--- src/rtl/cpu_run_ctrl.sv ---
// Run-control and debug-scan unit for the pipelined CPU: reset sequencing, HALT/RUN/STEP clock enable,
// retired-cycle counter and debug register sweep. Define RUN_CTRL_BREAKPOINT_EN to add the PC breakpoint.
module cpu_run_ctrl #(
  parameter int RST_HOLD  = 4,
  parameter int STEP_W    = 16,
  parameter int DBG_AW    = 6,
  parameter int DBG_DEPTH = 32,
  parameter int DW        = 32
) (
  input  logic              clk,
  input  logic              rst,
  input  logic              cmd_valid,
  output logic              cmd_ready,
  input  logic [1:0]        cmd_op,
  input  logic [STEP_W-1:0] cmd_count,
  output logic              cpu_rst,
  output logic              cpu_ce,
  output logic              halted,
  output logic              step_done,
  output logic [31:0]       cycle_cnt,
`ifdef RUN_CTRL_BREAKPOINT_EN
  input  logic              bp_en,
  input  logic [DW-1:0]     bp_pc,
  input  logic [DW-1:0]     cur_pc,
  output logic              bp_hit,
`endif
  input  logic              dbg_scan_en,
  output logic [DBG_AW-1:0] dbg_addr,
  input  logic [DW-1:0]     dbg_data,
  output logic              snap_valid,
  output logic [DBG_AW-1:0] snap_addr,
  output logic [DW-1:0]     snap_data
);

  localparam int HOLD_W = (RST_HOLD < 1) ? 1 : $clog2(RST_HOLD + 1);
  localparam logic [HOLD_W-1:0] HOLD_INIT = HOLD_W'(RST_HOLD);
  // A CPU_RESET command enters RESET_HOLD one cycle later than rst does, so it loads one less
  // to keep cpu_rst high for RST_HOLD cycles (at least one).
  localparam logic [HOLD_W-1:0] HOLD_CMD  = (RST_HOLD > 0) ? HOLD_W'(RST_HOLD - 1) : HOLD_W'(0);
  localparam logic [DBG_AW-1:0] DBG_LAST  = DBG_AW'(DBG_DEPTH - 1);

  localparam logic [1:0] OP_HALT  = 2'b00;
  localparam logic [1:0] OP_RUN   = 2'b01;
  localparam logic [1:0] OP_STEP  = 2'b10;
  localparam logic [1:0] OP_RESET = 2'b11;

  typedef enum logic [1:0] {
    ST_RESET_HOLD,
    ST_HALT,
    ST_RUN,
    ST_STEP
  } state_t;

  state_t            state;
  state_t            state_nxt;
  logic [HOLD_W-1:0] hold_cnt;
  logic [HOLD_W-1:0] hold_nxt;
  logic [STEP_W-1:0] remain;
  logic [STEP_W-1:0] remain_nxt;
  logic              step_done_nxt;
  logic              cnt_clr;
  logic              cmd_acc;
  logic              is_reset;
  logic              is_halt;
  logic              scan_act;
  logic              addr_clr;

  assign cmd_acc  = cmd_valid && cmd_ready;
  assign is_reset = cmd_acc && (cmd_op == OP_RESET);
  assign is_halt  = cmd_acc && (cmd_op == OP_HALT);
  assign scan_act = halted && dbg_scan_en;
  assign addr_clr = cnt_clr || ((state == ST_HALT) && (state_nxt != ST_HALT));

`ifdef RUN_CTRL_BREAKPOINT_EN
  logic bp_match;
  logic bp_hit_nxt;
  assign bp_match = cpu_ce && bp_en && (cur_pc == bp_pc);
`endif

  // Priority: CPU_RESET, then HALT command, then breakpoint, then step completion.
  always_comb begin
    state_nxt     = state;
    hold_nxt      = hold_cnt;
    remain_nxt    = remain;
    step_done_nxt = 1'b0;
    cnt_clr       = 1'b0;
`ifdef RUN_CTRL_BREAKPOINT_EN
    bp_hit_nxt    = 1'b0;
`endif
    if (state == ST_RESET_HOLD) begin
      if (hold_cnt == '0) begin
        state_nxt = ST_HALT;
      end else begin
        hold_nxt = hold_cnt - HOLD_W'(1);
      end
    end else if (is_reset) begin
      state_nxt = ST_RESET_HOLD;
      hold_nxt  = HOLD_CMD;
      cnt_clr   = 1'b1;
    end else if (state == ST_HALT) begin
      if (cmd_acc && (cmd_op == OP_RUN)) begin
        state_nxt = ST_RUN;
      end else if (cmd_acc && (cmd_op == OP_STEP)) begin
        state_nxt  = ST_STEP;
        remain_nxt = (cmd_count == '0) ? STEP_W'(1) : cmd_count;
      end
    end else if (is_halt) begin
      state_nxt = ST_HALT;
    end else begin
      if (state == ST_STEP) begin
        if (remain <= STEP_W'(1)) begin
          state_nxt     = ST_HALT;
          step_done_nxt = 1'b1;
        end else begin
          remain_nxt = remain - STEP_W'(1);
        end
      end
`ifdef RUN_CTRL_BREAKPOINT_EN
      if (bp_match) begin
        state_nxt  = ST_HALT;
        bp_hit_nxt = 1'b1;
      end
`endif
    end
  end

  // Every output is a flop loaded from the next state, so a command seen in cycle t shows up in t+1.
  always_ff @(posedge clk) begin
    if (rst) begin
      state      <= ST_RESET_HOLD;
      hold_cnt   <= HOLD_INIT;
      remain     <= '0;
      cpu_rst    <= 1'b1;
      cpu_ce     <= 1'b0;
      cmd_ready  <= 1'b0;
      halted     <= 1'b0;
      step_done  <= 1'b0;
      cycle_cnt  <= '0;
      dbg_addr   <= '0;
      snap_valid <= 1'b0;
      snap_addr  <= '0;
      snap_data  <= '0;
`ifdef RUN_CTRL_BREAKPOINT_EN
      bp_hit     <= 1'b0;
`endif
    end else begin
      state     <= state_nxt;
      hold_cnt  <= hold_nxt;
      remain    <= remain_nxt;
      cpu_rst   <= (state_nxt == ST_RESET_HOLD);
      cpu_ce    <= (state_nxt == ST_RUN) || (state_nxt == ST_STEP);
      cmd_ready <= (state_nxt != ST_RESET_HOLD);
      halted    <= (state_nxt == ST_HALT);
      step_done <= step_done_nxt;
`ifdef RUN_CTRL_BREAKPOINT_EN
      bp_hit    <= bp_hit_nxt;
`endif
      if (cnt_clr) begin
        cycle_cnt <= '0;
      end else if (cpu_ce) begin
        cycle_cnt <= cycle_cnt + 32'd1;
      end

      // The final halted sample is still captured even when the address is being cleared.
      snap_valid <= scan_act;
      if (scan_act) begin
        snap_addr <= dbg_addr;
        snap_data <= dbg_data;
      end
      if (addr_clr) begin
        dbg_addr <= '0;
      end else if (scan_act) begin
        dbg_addr <= (dbg_addr == DBG_LAST) ? '0 : dbg_addr + DBG_AW'(1);
      end
    end
  end

endmodule

--- config.mk ---
export PLATFORM = sky130hd
export DESIGN_NAME = cpu_run_ctrl
export DESIGN_NICKNAME = d
export VERILOG_FILES = /design/src/rtl/cpu_run_ctrl.sv
export SDC_FILE = /design/constraint.sdc
export NUM_CORES = 1
export LEC_CHECK = 0
export ABC_AREA = 1
export CORE_ASPECT_RATIO = 1.5
export CORE_UTILIZATION = 25
export CTS_CLUSTER_SIZE = 24
export DETAILED_ROUTE_END_ITERATION = 6
export GPL_ROUTABILITY_DRIVEN = 0
export PLACE_DENSITY_LB_ADDON = 0.25
export SYNTH_ARGS = -nofsm -noshare
export SYNTH_HDL_FRONTEND = slang
export SYNTH_SLANG_ARGS = --single-unit
--- constraint.sdc ---
create_clock -name clk -period 4.55 [get_ports clk]
set_clock_uncertainty 0.05 [all_clocks]
set_input_delay 1.365 -clock clk [delete_from_list [all_inputs] [get_ports clk]]
set_output_delay 1.365 -clock clk [all_outputs]
set_load 0.03 [all_outputs]
# Word level (Yosys, flattened, before mapping)
# Cells that the tools add are included.
# totals
regBits,103
elab_cells,81
# op_classes
n_addsub,4
magnitude_cmp,1
eq_ne,15
n_mux,23
bitwise,3
reduce_logical,22
# op_table
operator,n
$mux W16,7
$add A32 B1 Y32 const B,1
$mux W2,9
$le A16 B1 Y1 const B,1
$logic_not A16 Y1,1
$sub A16 B1 Y16 const B,1
$eq A2 B2 Y1 const B,5
$mux W3,3
$logic_and A1 B1 Y1,7
$reduce_and A7 Y1,1
$add A6 B1 Y6 const B,1
$eq A2 B1 Y1 const B,3
$eq A6 B5 Y1 const B,1
$logic_not A2 Y1,3
$mux W6,1
$ne A2 B1 Y1 const B,3
$ne A2 B2 Y1 const B,3
$reduce_bool A2 Y1,3
$reduce_or A6 Y1,1
$reduce_or A2 Y1,2
$logic_not A3 Y1,1
$mux W1,3
$not A1 Y1,3
$sub A3 B1 Y3 const B,1
other kinds (2),3

# Depth between registers and ports, before layout
# logic_depth
ltp_word,11
depth_mapped,14

# Least setup slack after synthesis
# No wires, ideal clock.
# synth_timing
kind,input -> register
startpoint,input cmd_valid
endpoint,register remain[14]
setup_ps,118
arrival_ps,2314
t_required_ps,4382
slack_ps,2068
cell_stages,9
cell_sequence,nand2_1 -> inv_1 -> nand3_1 -> and3_1 -> nand2_4 -> inv_4 -> buf_6 -> o21ai_1 -> nor2_1
# synth_between
elab_chain_len,4
word_cells_on_any_way,10
# synth_lines
item,line_no,rtl
start: declaration,12,"input logic cmd_valid,"
$logic_and A1 B1 Y1 *,68,assign cmd_acc = cmd_valid && cmd_ready;
"$logic_and A1 B1 Y1, on equally long branches",n/a,
"$ne A2 B1 Y1 (no source line), or another cell as far along",n/a,
$reduce_and A7 Y1 (no source line) *,n/a,
end signal: assignment,149,remain <= remain_nxt;
end: declaration,58,logic [STEP_W-1:0] remain;
# Mark *: on every way between the ends. The rest lies on a longest branch, timed or not.
# A chain may end at the register's enable or synchronous reset.

# Final worst setup path
# layout_timing
startpoint,register cpu_ce
endpoint,output cpu_ce
# layout_rtl
item,line_no,rtl
start: declaration,17,"output logic cpu_ce,"
start signal: assignment,151,cpu_ce <= (state_nxt == ST_RUN) || (state_nxt == ST_STEP);
# No word-level cell between the ends.

==> summary.md <==
| Metric | Value |
|---|---|
| TritonCTS Sinks | 103 |
| Die outline width | 118 um |
| Net Count, Synth | 786 |
| Global Route Usage Sum | 0.150 |
| Yosys top cell area share | 0.411 |
| Clock group share of total power | 0.380 |
| Vias/cell | 4.41 |
| LEAKAGE | 2.71 nW |
| Slew margin rel. | 0.507 |
| Worst-Margin Slew | 0.739 ns |
| Post-Synthesis Cells | 726 |
| RSZ-0062 raised after global routing | no |
| Port Buffer Count | 135 |
| Count of nets after finishing | 917 |
| CP startpoint kind | register |
| # IOs | 136 |
| Setup Viol. Count Final | 0 |
| Residual overflow from global routing | 0 |
| Syn. warnings | 0 |
| VDD IR max | 0.145 mV |
| CP Cell Sequence | clkdlybuf4s50_1 |
| Clock Tree Buf Depth | 2 |
| First-pass GRT wire length | 24.4 mm |
| Post-route setup slack | 1.53 ns |
| Tot Pwr | 0.00228 W |
| Layout area overhead | 39.1% |
| Clock root buffer | clkbuf_16 |
| Worst Path Required | 3.13 ns |
| Row Count | 63 |
| Hold_buf cts | 0 |
| Setup crit end kind | output pin |
| Achievable Freq | 332 MHz |
| Switching fraction of total power | 0.283 |
| Worst reg2reg path depth | 13 |
| CP max stage delay | 0.75 ns |
| Min-Delay Path Class | reg2reg |
| Fin area | 6980 um^2 |
| Wirelength per Cell | 13.2 um |
| Register area share after synthesis | 0.411 |
| Die Area | 20700 um^2 |
| Post-synthesis area per instance | 6.91 um^2 |
| Gate power share | 0.191 |
| Final setup TNS | 0 ns |
| Final Hold Fails | 0 |
| FF+latch count, synth | 103 |
| Area after DPL | 6650 um^2 |
| Worst-path clk slew | 0.07 ns |
| TritonCTS clock tree | built |
| Crit Path Class | reg2out |
| Initial Utilization | 0.255 |
| WP buf/inv | 1 |
| Synth top area cells | dfxtp_1 (41%), nor2_1 (11%), nand2_1 (10%) |
| Post-cts sizing count | 0 |
| CP max FO | 7 |
| Dpl ws | 1.25 ns |
| Critical path depth in cells | 1 |
| Cell taking the most area after synthesis | dfxtp_1 |
| Chip Height | 176 um |
| Vias | 4944 |
| Post-route DRC | 0 |
| Number of global-route vias before repair | 5001 |
| Hold depth | 2 |
| Crit path DAT | 1.60 ns |
| Largest net degree at the start of global routing | 42 |
| Seq pwr share | 0.430 |
| Worst skew pair latency | 0.35 ns |
| Slowest CP cell | clkdlybuf4s50_1 |
| Final wirelength | 14.8 mm |
| Post-CTS Setup Inserts | 0 |
| Unique cell type count in the Yosys netlist | 45 |
| CTS Buf Count | 9 |
| Ys flop type | dfxtp_1 |
| Max Cap Viol | 0 |
| Antenna viol nets, final | 0 |
| Internal power | 0.00163 W |
| First-pass DRT Iterations | 5 |
| Fin crit period | 3.02 ns |
| EDFF count, synth | 0 |
| Max-slew violation count | 0 |
| Mapped cell area | 5020 um^2 |
| Psw | 0.000644 W |
| DR iter-0 viols | 185 |
| Post-DP HPWL | 11.3 mm |
| H-tree lvl count | 3 |
| Delay-heaviest family, CP | buffers and inverters |
| Initial antenna violation count | 0 |
| Fin crit share | 0.663 |
| Power Dens Cells | 327 nW/um^2 |
| Status | finished, final reports clean |
| Async set-reset flop share out of synthesis | 0 |
| Core footprint | 19700 um^2 |
| Diodes inserted | 0 |
| Share of layout cells above drive strength 1 | 0.0719 |
kinds of logic (layout without fill, tap and decap cells):
logic type	after synthesis	count (layout)	synth area share
AO/OA/AOI/OAI	114	114	0.122
XOR/XNOR	13	13	0.0227
adder cells (fa/ha/maj)	6	6	0.0150
buffers and inverters	104	240	0.0835
flip-flops	103	103	0.411
multiplexers	1	1	0.00200
AND/OR/NAND/NOR	385	385	0.343
through the flow:
step | hold slack (ns) | instances | util
floorplan | 0.406 | 726 | -
global route | 0.460 | 1122 | 0.354
finish | 0.425 | 1122 | 0.354
global placement | 0.403 | 1106 | 0.337
CTS | 0.426 | 1122 | 0.354
detailed placement | 0.413 | 1106 | 0.337
power by group through the flow:
stage	Combinational (W)	Sequential, W	Clock, W
2_1_floorplan	0.000186	0.00107	0
3_3_place_gp	0.000439	0.000998	0
3_5_place_dp	0.000440	0.000999	0
4_1_cts	0.000441	0.000979	0.000910
5_1_grt	0.000484	0.000985	0.000940
6_report	0.000434	0.000979	0.000865
synth_stat cells (all sizes together) (2+ instances only):
master,number
o21ai,62
nor4,7
nor2,162
a31oi,2
a21oi,38
nand4,10
nand3b,2
nand3,40
buf,6
xor2,10
or2,8
o21bai,4
clkbuf,15
inv,81
ha,6
nand2,141
clkinv,2
nor3,14
xnor2,3
dfxtp,103
a211oi,3
layout by cell type, fill, tap and decap left out, types with 9 or more instances in the layout:
| cell | n |
|---|---|
| clkbuf_16 | 9 |
| nand3_1 | 36 |
| a21oi_1 | 37 |
| xor2_1 | 10 |
| inv_1 | 75 |
| nand4_1 | 9 |
| nor3_1 | 11 |
| dfxtp_1 | 103 |
| nand2_1 | 134 |
| clkdlybuf4s50_1 | 135 |
| nor2_1 | 152 |
| o21ai_0 | 56 |
state kept, by name (all words and copies together), names as in the netlist:
| register | cells |
|---|---|
| dbg_addr | 6 |
| step_done | 1 |
| cmd_ready | 1 |
| hold_cnt | 3 |
| cpu_rst | 1 |
| snap_valid | 1 |
| snap_addr | 6 |
| cpu_ce | 1 |
| cycle_cnt | 32 |
| remain | 16 |
| snap_data | 32 |
| halted | 1 |
| state | 2 |
worst paths after layout:
kind / startpoint / end / slack [ns]
max: cpu_ce / cpu_ce / 1.53
max reg2reg: remain[0] / remain[0] / 2.68
min: snap_addr[0] / snap_addr[0] / 0.42
min reg2reg: snap_addr[0] / snap_addr[0] / 0.42
cell type report:
type,instances,area [um^2]
fillers,2167,12700
multi-input cells,519,2540
flip-flops and latches,103,2060
repair buffers,141,1410
well taps,260,325
inverters,83,314
clock buffers,11,243
clock inverters,5,88.8
per-layer routing:
| layer | share of wire | routed length (um) | track usage | up-vias |
|---|---|---|---|---|
| li1 | - | - | - | 2588 |
| met1 | 0.38 | 5630 | 0.144 | 2199 |
| met2 | 0.54 | 7960 | 0.289 | 134 |
| met3 | 0.054 | 796 | 0.0422 | 23 |
| met4 | 0.027 | 406 | 0.0689 | 0 |
| met5 | 0 | 0 | 0 | - |
No activity file was read; power rests on OpenSTA's default activity.
